==> config.mk <==
export PLATFORM = sky130hd
export DESIGN_NAME = message_stream_demux
export DESIGN_NICKNAME = d
export VERILOG_FILES = /design/src/rtl/message_stream_demux.sv
export SDC_FILE = /design/constraint.sdc
export NUM_CORES = 1
export LEC_CHECK = 0
export CORE_MARGIN = 2
export CORE_UTILIZATION = 47
export CTS_CLUSTER_DIAMETER = 60
export DETAILED_ROUTE_END_ITERATION = 7
export HOLD_SLACK_MARGIN = 0.02
export PLACE_DENSITY = 0.85
export SLEW_MARGIN = 20
export SYNTH_ARGS = -nofsm -noshare
export SYNTH_HDL_FRONTEND = slang
export SYNTH_SLANG_ARGS = --single-unit
==> constraint.sdc <==
create_clock -name clk -period 2.3 [get_ports clk]
set_input_delay 0.46 -clock clk [delete_from_list [all_inputs] [get_ports clk]]
set_output_delay 0.46 -clock clk [all_outputs]
set_load 0.01 [all_outputs]
==> src/rtl/message_stream_demux.sv <==
// ============================================================================
// Module   : message_stream_demux
// Purpose  : Splits a header+payload word stream into per-stream outputs that
//            share one data bus and are flagged by a one-hot valid.
// Revision : 1.0  initial release
// ============================================================================
`default_nettype none

module message_stream_demux #(
  parameter int N_STREAMS         = 2,
  parameter int ID_WIDTH          = 1,
  parameter int WDTH              = 32,
  parameter int MAX_PACKET_LENGTH = 127,
  parameter int MSG_LENGTH_WIDTH  = 7
) (
  input  logic                 clk,
  input  logic                 reset,
  input  logic [WDTH-1:0]      in_data,
  input  logic                 in_nd,
  output logic [WDTH-1:0]      out_data,
  output logic [N_STREAMS-1:0] out_nd,
  output logic                 error
);

  typedef enum logic [1:0] {
    ST_HEADER  = 2'd0,
    ST_PAYLOAD = 2'd1,
    ST_DISCARD = 2'd2
  } state_t;

  localparam logic [N_STREAMS-1:0]        C_ONE_HOT_BASE = N_STREAMS'(1);
  localparam logic [MSG_LENGTH_WIDTH-1:0] C_LEN_ONE      = MSG_LENGTH_WIDTH'(1);

  state_t                      state_q;
  logic [MSG_LENGTH_WIDTH-1:0] count_q;
  logic [ID_WIDTH-1:0]         id_q;
  logic [WDTH-1:0]             out_data_q;
  logic [N_STREAMS-1:0]        out_nd_q;
  logic                        error_q;

  logic                        w_hdr_flag;
  logic [MSG_LENGTH_WIDTH-1:0] w_hdr_len;
  logic [ID_WIDTH-1:0]         w_hdr_id;
  logic                        w_len_bad;
  logic                        w_id_bad;

  assign w_hdr_flag = in_data[WDTH-1];
  assign w_hdr_len  = in_data[ID_WIDTH+MSG_LENGTH_WIDTH-1:ID_WIDTH];
  assign w_hdr_id   = in_data[ID_WIDTH-1:0];
  assign w_len_bad  = (32'(w_hdr_len) > 32'(MAX_PACKET_LENGTH));
  assign w_id_bad   = (32'(w_hdr_id) >= 32'(N_STREAMS));

  always_ff @(posedge clk or posedge reset) begin
    if (reset) begin
      state_q    <= ST_HEADER;
      count_q    <= '0;
      id_q       <= '0;
      out_data_q <= '0;
      out_nd_q   <= '0;
      error_q    <= 1'b0;
    end else begin
      // Valid is a single-cycle strobe; only a payload beat re-asserts it.
      out_nd_q <= '0;
      if (in_nd) begin
        case (state_q)
          ST_HEADER: begin
            if (!w_hdr_flag) begin
              error_q <= 1'b1;
            end else if (w_hdr_len != '0) begin
              count_q <= w_hdr_len;
              if (w_len_bad || w_id_bad) begin
                // Swallow the declared length so framing survives a bad header.
                error_q <= 1'b1;
                state_q <= ST_DISCARD;
              end else begin
                id_q    <= w_hdr_id;
                state_q <= ST_PAYLOAD;
              end
            end
          end
          ST_PAYLOAD: begin
            out_data_q <= in_data;
            out_nd_q   <= C_ONE_HOT_BASE << id_q;
            count_q    <= count_q - C_LEN_ONE;
            if (count_q == C_LEN_ONE) begin
              state_q <= ST_HEADER;
            end
          end
          ST_DISCARD: begin
            count_q <= count_q - C_LEN_ONE;
            if (count_q == C_LEN_ONE) begin
              state_q <= ST_HEADER;
            end
          end
          default: begin
            state_q <= ST_HEADER;
          end
        endcase
      end
    end
  end

  assign out_data = out_data_q;
  assign out_nd   = out_nd_q;
  assign error    = error_q;

endmodule

`default_nettype wire

### Word level (Yosys, flattened, before mapping)

Cells that the tools add are included.
W data, S select, Z words.

| operators by class | value |
|---|---|
| reductions and logical operators | 9 |
| equal/unequal tests | 6 |
| bitwise operators | 1 |
| mux-type cells | 9 |
| shift operators | 1 |
| $add $sub $neg | 1 |

Operator list:

| cell | count |
|---|---|
| $mux W7 | 2 |
| $pmux W7 S2 | 1 |
| $reduce_and A4 Y1 | 3 |
| $mux W2 | 5 |
| $eq A7 B1 Y1 const B | 1 |
| $reduce_bool A7 Y1 | 1 |
| $sub A7 B1 Y7 const B | 1 |
| $ne A2 B2 Y1 const B | 2 |
| $pmux W2 S2 | 1 |
| $reduce_and A3 Y1 | 1 |
| $eq A2 B1 Y1 const B | 1 |
| $eq A2 B2 Y1 const B | 1 |
| $logic_not A2 Y1 | 1 |
| $ne A2 B1 Y1 const B | 1 |
| $reduce_and A2 Y1 | 1 |
| $reduce_bool A2 Y1 | 1 |
| $reduce_or A2 Y1 | 1 |
| $shl A1 B1 Y2 const A | 1 |
| $not A1 Y1 | 1 |

| word-level totals | value |
|---|---|
| register bits | 45 |
| output and inout port bits | 35 |
| input port bits | 35 |
| logic and storage cells | 33 |

### Longest topological paths before layout

| logic depth | value |
|---|---|
| depth after elaboration | 4 |
| depth in mapped cells | 6 |

### Least setup slack after synthesis

Ideal clock, no wire load.

| path | value |
|---|---|
| path kind | input port to flip-flop |
| start point | in in_data[4] |
| end point | reg count_q[2] |
| arrival time | 1.621 ns |
| cell stages on the path | 5 |
| required time | 2.179 ns |
| library setup time | 0.121 ns |
| path buffers | 1 |
| path slack | 0.558 ns |
| cell sequence | or4_4 > o221ai_2 > buf_2 > a21oi_1 > o22a_1 |

| on the way | value |
|---|---|
| cells in the longest elaborated chain, start to end | 3 |

Ends and longest elaborated chain:

| what | line | source |
|---|---|---|
| from (decl) | 18 | `input logic [WDTH-1:0] in_data,` |
| $reduce_bool A7 Y1 | 69 | `end else if (w_hdr_len != '0) begin` |
| $ne A2 B2 Y1 (no source line) | n/a |  |
| $reduce_and A4 Y1 (no source line) | n/a |  |
| to (signal assigned) | 70 | `count_q <= w_hdr_len;` |
| to (signal assigned) | 84 | `count_q <= count_q - C_LEN_ONE;` |
| to (signal assigned) | 90 | `count_q <= count_q - C_LEN_ONE;` |
| to (decl) | 35 | `logic [MSG_LENGTH_WIDTH-1:0] count_q;` |

Every way passes these cells.
A chain may end at the register's enable or synchronous reset.

### Final worst setup path

| path | value |
|---|---|
| start point | in in_data[4] |
| end point | reg count_q[6] |

Same word-level chain as after synthesis.

==> summary.txt <==
Global route
  • First-pass GRT wire length: 6840 µm
  • Tot GR Track Use: 0.208
  • Largest net degree at the start of global routing: 31
  • Antenna violations before repair: 0
  • Vias in the first global route: 1471
  • Global route overflow: 0

Clock tree
  • CTS clk-pin slew, worst paths: 0.08 ns
  • H-tree Lvls: 2
  • Clock Latency Late Sink: 0.29 ns
  • Root Driver: clkbuf_8
  • Max clock buf depth: 2
  • Clock sink count: 44
  • Setup bufs post-CTS: 0
  • CTS Hold Bufs: 0
  • Number of buffers created by CTS: 5
  • CTS resizes: 0
  • CTS tree: done

Setup path
  • Worst Setup Start Kind: input port
  • Crit path max fanout: 3
  • Worst Path Required: 2.48 ns
  • CP cell instances: clkdlybuf4s50_1 > or4_4 > o41ai_2 > nor2_1 > a222oi_1
  • Reg2reg start: state_q[0]
  • Buf/Inv on CP: 1
  • Setup crit end kind: register
  • R2r setup slk: roughly 0.75 ns
  • CP endpoint: count_q[6]
  • Crit path from: in_data[4]
  • Slowest stage cell on the critical path: or4_4
  • Crit Path Class: in -> reg
  • CP Depth: 5
  • CP max stage delay: 0.56 ns
  • Reg2reg end: count_q[5]
  • WP data arrival: 2.17 ns
  • Crit-path leading delay family: simple AND/OR/NAND/NOR gates
  • Reg2Reg Depth: 5

Pwr
  • Total power: 3.27 mW
  • P per Cell Area: 1180 nW/µm²
  • Sequential share of power: 0.386
  • P_int: around 2.3 mW
  • Sw frac: 0.309
  • Leakage: 1.15 nW
  • Combinational share of power: 0.420
  • P_sw: slightly above 1 mW
  • Clock share of power: 0.194
  • Peak VDD IR: between 0.7 and 0.8 mV

Synthesis
  • Synthesized area: 1850 µm²
  • Avg Cell Area, Syn: 13.2 µm²
  • Yosys reg bits: 44
  • Sequential fraction of the synthesis area: 0.596
  • Syn. warnings: 0
  • Cells after synthesis: 140
  • Cell variety after synth: 30
  • Syn Nets: 177

Detailed routing
  • TritonRoute pass-1 iters: 4
  • Drc violations: 0
  • Post-DRT Antenna Nets: 0
  • Via count: between 1000 and 1500
  • Final WL: 4180 µm
  • Initial drt markers: 132
  • Post-DR vias/cell: 5.29
  • WL per Instance: roughly 16 µm

Finish
  • Utilization after layout: 0.746
  • Layout cell share with drive strength beyond 1: 0.228
  • Final nets: 255
  • Design area: 2770 µm²
  • Area grow syn2layout: 50.1%
  • ANT cells: 0
  • Filler instances: 267
  • Most common cell after layout, fill and taps aside: clkdlybuf4s50_1
  • Most frequent cells in the layout: clkdlybuf4s50_1 (69), dfrtp_1 (44), mux2_2 (31)

Placed design
  • Pre-CTS WS: -0.00546 ns
  • Placement Cell Area: 2650 µm²
  • RD Place Congestion: ~0.85
  • # port buffers: 69
  • DP HPWL: 3190 µm

Floorplanning
  • Row Count: 22
  • Die area: 4450 µm²
  • Initial core utilization: 0.497
  • Die X: 66.7 µm
  • CORE AREA: 3720 µm²
  • Die Ht: 66.7 µm
  • Num ports: 70

STA
  • Highest Clock Rate: 503 MHz
  • Final critical-path required period: between 1.5 and 2 ns
  • Tcrit/Tclk final: 0.865
  • WHS: 0.405 ns
  • Worst clock skew: 0.00645 ns
  • Relative slew slack: 0.738
  • Final WS setup: 0.311 ns
  • Final hold violations: 0
  • Fin. max-slew vios: 0
  • Final setup fails: 0
  • Slew @ Worst Pin: 0.391 ns
  • RSZ-0062 raised after global routing: false

Job
  • Max Cap Viol: 0

Hold path
  • Hold Path Class: in -> async

Run status
  • Status: finished clean
[final cells by class]
type,count,area (µm²),area share
multi-input cells,84,699,0.252
repair buffers,77,763,0.275
well taps,48,60.1,0.0217
flip-flops and latches,44,1100,0.397
clock buffers,7,96.3,0.0347
inverters,6,22.5,0.00812
clock inverters,1,30.0,0.0108
[kinds of logic (layout without fill, tap and decap cells)]
family	Yosys count	after routing	synth area share
AOI/OAI and AO/OA	24	24	0.0982
adders and majority gates	2	2	0.0135
buffers and inverters	12	91	0.0251
DFF	44	44	0.596
muxes	32	32	0.195
and+or+nand+nor	26	26	0.0718
[how the worst min path moves through the flow]
stage / to / cells after the start / slack [ns] / start
after floorplan: out_nd[0] / 1 / 0.41 / id_q
after global placement: out_nd[0] / 1 / 0.45 / id_q
after detailed placement: out_nd[0] / 1 / 0.46 / id_q
after CTS: out_data[31] / 2 / 0.41 / reset
after global routing: out_data[31] / 2 / 0.43 / reset
final: out_data[31] / 2 / 0.41 / reset
[synthesized netlist by cell type]
| library cell | instances | area (µm²) |
|---|---|---|
| a21o_1 | 1 | 7.51 |
| a21oi_1 | 3 | 15.0 |
| a222oi_1 | 1 | 10.0 |
| a31oi_1 | 2 | 12.5 |
| a41oi_1 | 2 | 17.5 |
| and3_1 | 2 | 12.5 |
| buf_2 | 1 | 5.00 |
| clkbuf_1 | 5 | 18.8 |
| dfrtp_1 | 44 | 1100 |
| ha_1 | 2 | 25.0 |
| inv_1 | 6 | 22.5 |
| mux2_1 | 1 | 11.3 |
| mux2_2 | 31 | 349 |
| nand2_1 | 6 | 22.5 |
| nand2b_1 | 2 | 12.5 |
| nand3_1 | 1 | 5.00 |
| nor2_1 | 8 | 30.0 |
| nor2b_1 | 2 | 12.5 |
| nor3_1 | 1 | 5.00 |
| nor3b_1 | 1 | 7.51 |
| o21ai_0 | 6 | 30.0 |
| o21bai_1 | 1 | 7.51 |
| o221ai_2 | 1 | 15.0 |
| o22a_1 | 3 | 26.3 |
| o31a_1 | 1 | 8.76 |
| o31ai_1 | 2 | 15.0 |
| o41ai_2 | 1 | 16.3 |
| or3_1 | 1 | 6.26 |
| or4_1 | 1 | 7.51 |
| or4_4 | 1 | 11.3 |
[sequential cells by signal (all words and copies together) (netlist names)]
name and flops:
out_data 32, count_q 7, out_nd 2, error 1, id_q 1, state_q 1
[per-layer routing]
metal / wire length [µm] / share of wire / track usage / up-vias
met5: 0 / 0 / 0 / -
met4: 41 / 0.0098 / 0.0383 / 0
met3: 263 / 0.063 / 0.0659 / 4
met2: 2190 / 0.52 / 0.390 / 51
met1: 1690 / 0.40 / 0.231 / 699
li1: - / - / - / 658
[stage by stage]
step	TNS (ns)	cells
2_1_floorplan	0	140
3_3_place_gp	0	259
3_5_place_dp	-0.00546	259
4_1_cts	0	267
5_1_grt	0	267
6_report	0	267
[power by group through the flow]
stage / registers, mW / clock network, mW / logic, mW
after floorplan: 1.35 / 0 / 0.586
after global placement: 1.25 / 0 / 1.34
after detailed placement: 1.28 / 0 / 1.37
after CTS: 1.26 / 0.646 / 1.39
after global routing: 1.29 / 0.684 / 1.48
final: 1.26 / 0.634 / 1.37
(Power assumes the default switching activity.)
